$ cat src/rtl/fetch_decode_queue.sv
// In-order fetch-to-decode instruction queue with valid/ready on both sides.
// Entries carry pc, pc+4, instruction word and a misalignment flag; flush empties it.
module fetch_decode_queue #(
  parameter int DEPTH = 4,
  parameter int XLEN  = 32
) (
  input  logic                   clk,
  input  logic                   reset,
  input  logic                   fetch_valid,
  output logic                   fetch_ready,
  input  logic [XLEN-1:0]        fetch_pc,
  input  logic [XLEN-1:0]        fetch_instr,
  input  logic                   flush,
  output logic                   decode_valid,
  input  logic                   decode_ready,
  output logic [XLEN-1:0]        decode_pc,
  output logic [XLEN-1:0]        decode_pc4,
  output logic [XLEN-1:0]        decode_instr,
  output logic                   decode_misaligned,
  output logic [$clog2(DEPTH):0] count
);
  localparam int AW = $clog2(DEPTH);
  localparam int CW = AW + 1;

  typedef struct packed {
    logic [XLEN-1:0] pc;
    logic [XLEN-1:0] pc4;
    logic [XLEN-1:0] instr;
    logic            mis;
  } entry_t;

  entry_t        mem_q [DEPTH];
  logic [AW-1:0] wr_ptr_q, wr_ptr_d;
  logic [AW-1:0] rd_ptr_q, rd_ptr_d;
  logic [CW-1:0] count_q, count_d;
  logic          push, pop;
  entry_t        wr_entry, head;

  assign fetch_ready  = (count_q != CW'(DEPTH));
  assign decode_valid = (count_q != '0);
  assign push = fetch_valid && fetch_ready && !flush;
  assign pop  = decode_valid && decode_ready && !flush;

  assign wr_entry.pc    = fetch_pc;
  assign wr_entry.pc4   = fetch_pc + XLEN'(4);
  assign wr_entry.instr = fetch_instr;
  assign wr_entry.mis   = (fetch_pc[1:0] != 2'b00);

  always_comb begin
    wr_ptr_d = wr_ptr_q;
    rd_ptr_d = rd_ptr_q;
    count_d  = count_q;
    if (push) wr_ptr_d = wr_ptr_q + AW'(1);
    if (pop)  rd_ptr_d = rd_ptr_q + AW'(1);
    case ({push, pop})
      2'b10:   count_d = count_q + CW'(1);
      2'b01:   count_d = count_q - CW'(1);
      default: count_d = count_q;
    endcase
  end

  // Reset and flush both collapse the pointers; storage is left as-is.
  always_ff @(posedge clk) begin
    if (reset || flush) begin
      wr_ptr_q <= '0;
      rd_ptr_q <= '0;
      count_q  <= '0;
    end else begin
      wr_ptr_q <= wr_ptr_d;
      rd_ptr_q <= rd_ptr_d;
      count_q  <= count_d;
    end
  end

  always_ff @(posedge clk) begin
    if (push && !reset) mem_q[wr_ptr_q] <= wr_entry;
  end

  // Head data is forced to zero when empty so stale storage never leaks out.
  assign head              = mem_q[rd_ptr_q];
  assign decode_pc         = decode_valid ? head.pc    : '0;
  assign decode_pc4        = decode_valid ? head.pc4   : '0;
  assign decode_instr      = decode_valid ? head.instr : '0;
  assign decode_misaligned = decode_valid ? head.mis   : 1'b0;
  assign count             = count_q;

endmodule

$ cat config.mk
export PLATFORM = sky130hd
export DESIGN_NAME = fetch_decode_queue
export DESIGN_NICKNAME = d
export VERILOG_FILES = /design/src/rtl/fetch_decode_queue.sv
export SDC_FILE = /design/constraint.sdc
export NUM_CORES = 1
export LEC_CHECK = 0
export ABC_AREA = 1
export CAP_MARGIN = 20
export CORE_MARGIN = 3
export CORE_UTILIZATION = 50
export CTS_BUF_LIST = sky130_fd_sc_hd__clkbuf_4 sky130_fd_sc_hd__clkbuf_8
export DETAILED_ROUTE_END_ITERATION = 10
export PLACE_DENSITY = 0.77
export SYNTH_ARGS = -nofsm -noshare
export SYNTH_HDL_FRONTEND = slang
export SYNTH_SLANG_ARGS = --single-unit
$ cat constraint.sdc
create_clock -name clk -period 6.35 [get_ports clk]
set_clock_uncertainty 0.1 [all_clocks]
set_input_delay 1.27 -clock clk [delete_from_list [all_inputs] [get_ports clk]]
set_output_delay 1.27 -clock clk [all_outputs]
set_load 0.01 [all_outputs]
# --- After elaboration in Yosys (flattened, before gate mapping) ---
# Memories as Yosys holds them, arrays and structs flattened. A register that Yosys moved wholly into a read port is not among the register bits.
# Index checks and enable logic that the tools add are counted.
word_totals:
  reg_bits: 7
  latchBits: 0
  ram_bits: 388
  romBits: 0
  out_inout_bits: 102
  wordCells: 32
  memories: 1
classes:
  addsub: 5
  mul: 0
  n_div: 0
  n_lt_le_gt_ge: 0
  eq_ne: 3
  shift: 0
  mux: 9
  bitwise_logic: 0
  n_reduce_logical: 11
memory_table:
  columns: ["name", "depth", "width", "read_ports", "rd_clocked_by_memory_dff", "write_ports", "line", "text"]
  rows:
  - ["mem_q", 4, 97, 1, 1, 1, "32", "entry_t mem_q [DEPTH];"]
ops:
  columns: ["op", "n"]
  rows:
  - ["32-bit two-way mux", 3]
  - ["32-bit by 3-bit adder with 32-bit output, second input constant", 1]
  - ["3-bit one-hot mux with 2 select lines", 1]
  - ["1-bit logical AND", 5]
  - ["2-bit by 1-bit adder with 2-bit output, second input constant", 2]
  - ["2-bit two-way mux", 2]
  - ["2-bit nonzero test", 2]
  - ["3-bit by 1-bit adder with 3-bit output, second input constant", 1]
  - ["1-bit two-way mux", 3]
  - ["3-bit inequality test, second input constant", 1]
  - ["3-bit nonzero test", 1]
  - ["3-bit by 1-bit subtractor with 3-bit output, second input constant", 1]
  - ["2-bit by 1-bit equality test with 1-bit output, second input constant", 1]
  - ["2-bit equality test, second input constant", 1]
  - ["1-bit zero test", 2]
  - ["1-bit logical OR", 1]

# --- Depth between registers and ports, before layout ---
# Gate-level depths: netlist (run 1).
depth:
  depth_word: 6
  mapped_depth: 13
  mapped_depth_nobuf: 13

# --- Least setup slack after synthesis (run 1) ---
# Ideal clock, no wire load.
synth_path:
  path_type: "input -> register"
  from: "input port flush"
  to: "memory mem_q[0][0] in the netlist's numbering (enable)"
  setup_time_ns: 0.550
  t_arrival_ns: 5.686
  required_ns: 5.700
  slack_ns: 0.014
  stages: 3
  n_path_buf: 0
  path_cell_list: "nor2_1 -> nand3_1 -> nor2_1"
synth_via:
  elab_chain_cells: 5
synth_rtl:
  columns: ["item", "line", "text"]
  rows:
  - ["start: declaration", "13", "input logic flush,"]
  - ["1-bit zero test", "41", "assign push = fetch_valid && fetch_ready && !flush;"]
  - ["1-bit logical AND", "41", null]
  - ["1-bit logical AND", "76", "if (push && !reset) mem_q[wr_ptr_q] <= wr_entry;"]
  - ["1-bit two-way mux", "76", null]
  - ["1-bit two-way mux (not written as such)", "76", null]
  - ["end: declaration", "32", null]
# No other way between the ends.

==> results of run 1 <==
## registers in the layout, summed over array words and instances (netlist names), named ones only
| signal | flops |
|---|---|
| mem_q | 380 |
| count | 3 |
| rd_ptr_q | 2 |
| wr_ptr_q | 2 |
## cell type report
type / count / area (um2)
well taps: 396 / 495
clock inverters: 27 / 146
repair buffers: 185 / 1870
fillers: 2392 / 11900
multi-input cells: 864 / 3880
inverters: 34 / 135
clock buffers: 83 / 1050
diodes: 1 / 2.50
flip-flops and latches: 389 / 11600
## layout by cell type (no fill, tap or decap), drive strengths merged
cell type	Yosys	final
nor2	432	432
edfxtp	380	380
o21ai	197	197
clkdlybuf4s50	0	170
a21oi	99	99
nand2	89	89
clkbuf	31	83
inv	34	35
clkinv	0	25
buf	43	15
nand3	11	11
xor2	10	10
dfxtp	9	9
nand3b	8	8
xnor2	6	6
ha	6	6
and2	2	2
diode	0	1
nor3	1	1
or2	1	1
and3	1	1
fa	1	1
bufinv	0	1
## power breakdown
group	internal [mW]	total [mW]	switching, mW
sequential	2.85	2.86	0.0128
combinational	0.132	0.320	0.188
clock	1.11	2.04	0.925
## logic make-up after synthesis
family	synth area share, %
xor+xnor	0.876
flops	72.4
fa+ha+maj	0.594
buf+inv	3.50
compound gates	9.26
simple gates	13.3
## per-layer routing
metal,vias up,wire length (um),global-route usage (%)
li1,5087,-,-
met1,5205,15300,27.6
met2,405,18300,36.5
met3,62,2600,4.52
met4,2,776,6.63
met5,-,13,0
## worst min path at each step
stage	to	cells after the start	slack (ps)
6_report	count[0]$_SDFFE_PP0P_	1	440
5_1_grt	flop	4	480
4_1_cts	count[0]$_SDFFE_PP0P_	1	440
3_5_place_dp	count[0]$_SDFFE_PP0P_	1	420
3_3_place_gp	count[0]$_SDFFE_PP0P_	1	420
2_1_floorplan	count[0]$_SDFFE_PP0P_	1	410
==> run metrics, run 1 <==
fmax 190 MHz; worst r2r dst mem_q[2][62]$_DFFE_PP_; Worst Path Arrival 3890 ps; Pleak 6.58 nW; Worst Slack Setup Final 1090 ps; Non-Filler Instances 1979; HP Class reg -> reg; Finished Cell Area 19200 um2; critical hold path startpoint count[0]$_SDFFE_PP0P_; Seq/Total Area, Yosys 72.4%; initial drt markers 881; Core Region 31100 um2; ANT nets after route 0; RSZ-0062 raised after global routing no; post-CTS setup repair buffer count 0; Post-synth EDFFs 380; vias per cell 5.44; WP depth 6; critical setup path kind reg -> out; max cap viols 0; Net Count, Synth 1437; Async SR Flop Fraction 0%; Worst-Skew Late Latency 600 ps; Area Growth Syn to Fin 19.9%; CTS Buffer Depth 3; via count 10800; CP top delay family buffers and inverters; total CTS buffers 60; Crit Path Max Fanout 100; Buf/Inv on CP 2; largest net degree at the start of global routing 163; crit path capture type output pin; DRT Pass-1 Iters 5; CTS tree done; top_reg_cell synth edfxtp_1; root buffer selected by CTS clkbuf_8; share of the synthesized area in the top cell type 71.3%; cts hold-fix bufs 0; vias in the first global route 10800; fin crit period 5260 ps; GP Congestion 0.852; final hold violations 0; initial core utilization 51.5%; master of the slowest instance on the critical path dfxtp_4; IO buf count 170; dpl cell area 18000 um2; row cnt 64; YS warnings 0; reg-to-reg startpoint count[0]$_SDFFE_PP0P_; Util after Layout 61.8%; Synth area leader edfxtp_1; Mapped Area 16000 um2; max_slew headroom 29.2%; CP startpoint kind flop; initial antenna violation count 2; worst path cell trace buf_4 > nor2_1 > nor2_1 > o21ai_0 > a21oi_1 > clkdlybuf4s50_1; Most common cell on crit path nor2_1; top cells by area, synth edfxtp_1 71%, nor2_1 10%, o21ai_1 3.1%, a21oi_1 3.1%, o21ai_0 3.0%; CTS sink count 389; DIE AREA 34200 um2; gr ovfl total 0; detailed-route wire length 36.9 mm; setup TNS 0 ps; share of layout cells above drive strength 1 8.03%; Reg clk slew, reported paths 60 ps; Fin Hold WS 438 ps; cts repair resizes 0; first-pass GRT wire length 57.2 mm; Commonest cells post-synth 427 x nor2_1, 380 x edfxtp_1, 100 x o21ai_1, 99 x a21oi_1, 97 x o21ai_0; VDD IR max 0.162 mV; I/O pin cnt 171; Die Y 185 um; dpl ws 1690 ps; worst setup path end decode_pc[29]; Placed Cells 1867; Chip Width 185 um; Mapped Cells 1361; synthesized flop and latch total 389; PwrDens 272 nW/um2; nets@finish 1610; All-Layer GR Usage 21.4%; period utilization 82.8%; Residual DRC 0; worst endpoint required time 4980 ps; flop2flop setup slack 3510 ps; Synth Area per Inst 11.8 um2; Overall Power 5.22 mW; worst-case reg-to-reg path depth 5; final count of negative-setup-slack endpoints 0; most instantiated library cell after synthesis nor2_1; Synth cell types 27; fin. max-slew vios 0; CTS H-tree depth 2; status finished clean; critical path's largest stage delay 1040 ps; Slew @ Worst Pin 1060 ps; DP Wirelength 21.2 mm; drt wl/cell 18.6 um
Power figures use the tool's default switching activity.
==> run 2: changes to the inputs <==
clock period = 4.6 ns   (was 6.35 ns; I/O delays follow)
==> run 2 against run 1 <==
Clock power increased by 34%. Count of clock-buffer cells in the layout decreased by 10. Global-route usage increased by 0.20 points. Critical path type unchanged.
==> run metrics, run 2 (same netlist as run 1, synthesis figures left out) <==
first-pass GRT wire length 57.6 mm (+0.55%); CTS sink count 389 (unchanged); vias per cell 5.47 (+0.68%); total CTS buffers 59 (-1.7%); CTS Buffer Depth 3 (unchanged); vias in the first global route 10600 (-1.4%); fmax 249 MHz; CTS H-tree depth 2 (unchanged); Pleak 6.55 nW (-0.49%); hold path cells 1 (unchanged); detailed-route wire length 37.2 mm (+0.82%); Reg clk slew, reported paths 70 ps (about the same); status finished clean; HP Class reg -> reg; Worst-Skew Late Latency 590 ps (about the same); root buffer selected by CTS clkbuf_8; final count of negative-setup-slack endpoints 0 (unchanged); Residual DRC 0 (unchanged); via count 10800 (+0.33%); worst r2r dst mem_q[1][63]$_DFFE_PP_; share of layout cells above drive strength 1 7.75% (-0.28 points); Crit Path Max Fanout 51 (-49%); Non-Filler Instances 1972 (-0.35%); Worst Hold End count[0]$_SDFFE_PP0P_; row cnt 64 (unchanged); max_slew headroom 44.8% (+16 points); ANT nets after route 0 (unchanged); GP Congestion 0.844 (-0.92%); CP startpoint kind flop; Placed Cells 1870 (+0.16%); Chip Width 185 um (unchanged); All-Layer GR Usage 21.6% (+0.20 points); Die Y 185 um (unchanged); drt wl/cell 18.9 um (+1.2%); Largest register FFs 380 (unchanged); dpl cell area 18000 um2 (+0.40%); PwrDens 372 nW/um2 (+37%); crit path capture type output pin; VDD IR max 0.269 mV (+66%); DIE AREA 34200 um2 (unchanged); largest net degree at the start of global routing 115 (-29%); commonest cells after routing, fill and taps aside 423 x nor2_1, 380 x edfxtp_1, 170 x clkdlybuf4s50_1, 100 x o21ai_1, 99 x a21oi_1; flop2flop setup slack 2310 ps (-1200 ps); post-CTS setup repair buffer count 0 (unchanged); Finished Cell Area 19200 um2 (about the same); Core Region 31100 um2 (unchanged); Area Growth Syn to Fin 19.9% (about the same); I/O pin cnt 171 (unchanged); critical setup path kind reg -> out; period utilization 87.3%; fin crit period 4020 ps; IO buf count 170 (unchanged); cts repair resizes 0 (unchanged); initial antenna violation count 4 (+2); initial core utilization 51.5% (unchanged); worst-case reg-to-reg path depth 5 (unchanged); Worst Path Arrival 3000 ps (-890 ps); Slew @ Worst Pin 825 ps (-237 ps); Util after Layout 61.7% (about the same); fin. max-slew vios 0 (unchanged); cts hold-fix bufs 0 (unchanged); worst endpoint required time 3580 ps (-1400 ps); largest reg by FF count mem_q; DRT Pass-1 Iters 7 (+2); final hold violations 0 (unchanged); critical hold path startpoint count[0]$_SDFFE_PP0P_; DP Wirelength 21.8 mm (+2.9%); commonest non-fill, non-tap cell in the layout nor2_1; max cap viols 0 (unchanged); nets@finish 1612 (+0.12%); gr ovfl total 0 (unchanged); initial drt markers 892 (+1.2%); CTS tree done; RSZ-0062 raised after global routing no; reg-to-reg startpoint count[0]$_SDFFE_PP0P_
## run 2: cell count changes in the layout (fill, tap and decap cells not counted), sizes merged
cell	change
buf	+3
bufinv	+2
clkbuf	-10
clkinv	-4
clkinvlp	+2
## run 2: routing by layer
layer,track usage (%),up-vias,wire (um)
li1,-,5088,-
met1,28.2,5230,15000
met2,36.6,398,18600
met3,3.93,74,2540
met4,7.53,6,1010
met5,0,-,48
## run 2: worst max-delay path by stage
stage | startpoint | end | slack, ps | cells past startpoint
floorplan | flush | mem_q[0][0]$_DFFE_PP_ | -1390 | 3
global placement | flop | decode_pc4[31] | 1130 | 5
detailed placement | flop | decode_pc4[14] | 1120 | 5
CTS | flop | decode_pc4[14] | 480 | 5
global route | flop | decode_pc[31] | 410 | 6
finish | flop | decode_pc4[10] | 580 | 6
## run 2: layout make-up
| type | count | area (um2) |
|---|---|---|
| Clock inverter | 27 | 204 |
| Multi-Input combinational cell | 864 | 3880 |
| Timing Repair Buffer | 188 | 1940 |
| Inverter | 34 | 135 |
| Tap cell | 396 | 495 |
| Sequential cell | 389 | 11600 |
| Clock buffer | 73 | 923 |
| Antenna cell | 1 | 2.50 |
| Fill cell | 2376 | 11900 |
## run 2: metrics by stage
stage / TNS (ps) / setup slack (ps) / hold slack, ps / power (mW)
6_report: 0 / 582 / 436 / 7.14
5_1_grt: 0 / 407 / 468 / 7.40
4_1_cts: 0 / 478 / 445 / 7.19
3_5_place_dp: 0 / 1120 / 418 / 4.47
3_3_place_gp: 0 / 1130 / 420 / 4.46
2_1_floorplan: -526500 / -1390 / 406 / 4.22
## run 2: critical path, stage by stage, from the launching register on
cell	delay, ps
dfxtp_4	680
inv_4	340
buf_12	310
nor2_1	120
o21ai_1	80
a21oi_1	250
clkdlybuf4s50_1	590
## run 2: power breakdown
part / internal [mW] / switching [mW]
Sequential: 3.94 / 0.0129
Clock: 1.48 / 1.26
Combinational: 0.184 / 0.266
==> run 3: changes to the inputs <==
PLACE_DENSITY = not set   (was 0.77)
PLACE_DENSITY_LB_ADDON = 0.15   (was not set)
SLEW_MARGIN = 0   (was not set)
==> run 3 against run 2 <==
Fmax increased by 2.0%. Die area unchanged. First-iteration DRC count decreased by 12%. Hold slack improved by 25 ps. Final cell count increased by 0.66%. Sequential power about the same. Setup slack improved by 77 ps. Flip-flop and latch count unchanged. Power about the same. Global-route usage decreased by 0.35 points. Combinational power about the same.
==> run metrics, run 3 (same netlist as run 1, synthesis figures left out) <==
Slew @ Worst Pin 937 ps (+112 ps); drt wl/cell 18.4 um (-2.5%); worst endpoint required time 3580 ps (about the same); Worst Slack Setup Final 659 ps (+77.2 ps); GR Util met1 29.2% (+1.0 points); vias per cell 5.28 (-3.5%); dpl ws 1190 ps (+67.8 ps); fin. max-slew vios 0 (unchanged); Seq pwr share 55.3% (about the same); setup TNS 0 ps (unchanged); fmax 254 MHz (+2.0%); Core Region 31100 um2 (unchanged); Residual DRC 0 (unchanged); IO buf count 170 (unchanged); Placed Cells 1872 (+0.11%); Largest register FFs 380 (unchanged); PwrDens 372 nW/um2 (-0.11%); largest net degree at the start of global routing 121 (+5.2%); Non-Filler Instances 1985 (+0.66%); ANT nets after route 0 (unchanged); post-CTS setup repair buffer count 0 (unchanged); VDD IR max 0.285 mV (+6.0%); max cap viols 0 (unchanged); CTS sink count 389 (unchanged); GP Congestion 0.859 (+1.8%); CTS tree done; share of layout cells above drive strength 1 8.25% (+0.50 points); via count 10500 (-2.8%); master of the slowest instance on the critical path dfxtp_4; Die Y 185 um (unchanged); initial antenna violation count 1 (-3); All-Layer GR Usage 21.2% (-0.35 points); cts repair resizes 0 (unchanged); HP Class reg -> reg; Internal Pwr Total 5.58 mW (-0.39%); max_slew headroom 37.6% (-7.3 points); RSZ-0062 raised after global routing no; root buffer selected by CTS clkbuf_8; fin crit period 3940 ps (-77.2 ps); I/O pin cnt 171 (unchanged); DIE AREA 34200 um2 (unchanged); largest reg by FF count mem_q; worst path cell trace clkinv_2 > buf_4 > nor2_1 > o21ai_1 > a21oi_1 > clkdlybuf4s50_1; detailed-route wire length 36.5 mm (-1.9%); DP Wirelength 20.9 mm (-4.4%); commonest non-fill, non-tap cell in the layout nor2_1; CTS Buffer Depth 3 (unchanged); Crit Path Max Fanout 72 (+41%); critical path's largest stage delay 630 ps (-50 ps); status finished clean; Clk pwr share 38.4% (about the same); Pleak 6.57 nW (+0.38%); Worst Path Arrival 2920 ps (-80 ps); Reg clk slew, reported paths 60 ps (about the same); initial drt markers 783 (-12%); Worst-Skew Late Latency 600 ps (about the same); gr ovfl total 0 (unchanged); Area Growth Syn to Fin 20.1%; row cnt 64 (unchanged); commonest cells after routing, fill and taps aside 423 x nor2_1, 380 x edfxtp_1, 170 x clkdlybuf4s50_1, 100 x o21ai_1, 99 x a21oi_1; GR peak layer met2; sw frac 21.9% (+0.33 points); total CTS buffers 60 (+1.7%); period utilization 85.7% (-1.7 points); initial core utilization 51.5% (unchanged); Chip Width 185 um (unchanged); critical setup path kind reg -> out; DRT Pass-1 Iters 5 (-2); Fin Hold WS 461 ps (+25.2 ps); final hold violations 0 (unchanged); met2 Use GR 35.9% (-0.75 points); Sw Pwr 1.56 mW (+1.6%); cts hold-fix bufs 0 (unchanged); nets@finish 1614 (+0.12%); crit path capture type output pin; vias in the first global route 10300 (-3.4%); Logic pwr share 6.3% (about the same); first-pass GRT wire length 56.7 mm (-1.4%); CP startpoint kind flop; CTS H-tree depth 2 (unchanged); grt met3 use 3.32% (-0.61 points); final count of negative-setup-slack endpoints 0 (unchanged)
==> run 3: changes by cell type in the layout (fill, tap and decap cells not counted) <==
cell / before / now
clkbuf_4: 13 / 22
clkinv_1: 12 / 16
buf_4: 10 / 12
buf_12: 8 / 7
inv_8: 0 / 1
clkinv_2: 9 / 10
inv_4: 1 / 0
bufinv_16: 3 / 1
==> run 3: layout make-up <==
cell class                      count  area (um2)
Sequential cell                   389       11600
Multi-Input combinational cell    864        3880
Fill cell                        2474       11900
Inverter                           34         134
Timing Repair Buffer              189        1930
Clock inverter                     30         170
Clock buffer                       82         991
Antenna cell                        1        2.50
Tap cell                          396         495
==> run 3: metrics by stage <==
stage,utilization [%],cell area (um2),total power [mW]
2_1_floorplan,-,16000,4.22
6_report,61.8,19200,7.14
5_1_grt,61.8,19200,7.41
3_5_place_dp,58.1,18000,4.47
4_1_cts,61.8,19200,7.22
3_3_place_gp,58.1,18000,4.47
==> run 3: worst max-delay path: cells and delay by family (launching register included) <==
| family | cells | cell delay, ps |
|---|---|---|
| AO/OA/AOI/OAI | 2 | 340 |
| buffers and inverters | 3 | 1130 |
| flip-flops | 1 | 630 |
| AND/OR/NAND/NOR | 1 | 190 |
==> run 3: final timing paths <==
kind	startpoint	end	slack, ps	cells after the start
hold reg to reg	count[0]$_SDFFE_PP0P_	count[0]$_SDFFE_PP0P_	460	1
setup / recovery	flop	decode_pc[13]	660	6
hold / removal	count[0]$_SDFFE_PP0P_	count[0]$_SDFFE_PP0P_	460	1
setup reg to reg	count[0]$_SDFFE_PP0P_	mem_q[1][79]$_DFFE_PP_	2270	5
==> run 3: per-layer routing <==
metal,share of wire [%],wire (um)
met1,44,16000
met2,49,17800
met3,5.7,2090
met4,1.6,588
met5,0,0
==> run 3: power groups by stage <==
stage / Sequential [mW] / Clock, mW / Combinational, mW
floorplan: 4.03 / 0 / 0.198
global placement: 4.02 / 0 / 0.444
detailed placement: 4.02 / 0 / 0.449
CTS: 3.95 / 2.82 / 0.452
global route: 3.95 / 2.97 / 0.490
finish: 3.95 / 2.74 / 0.447
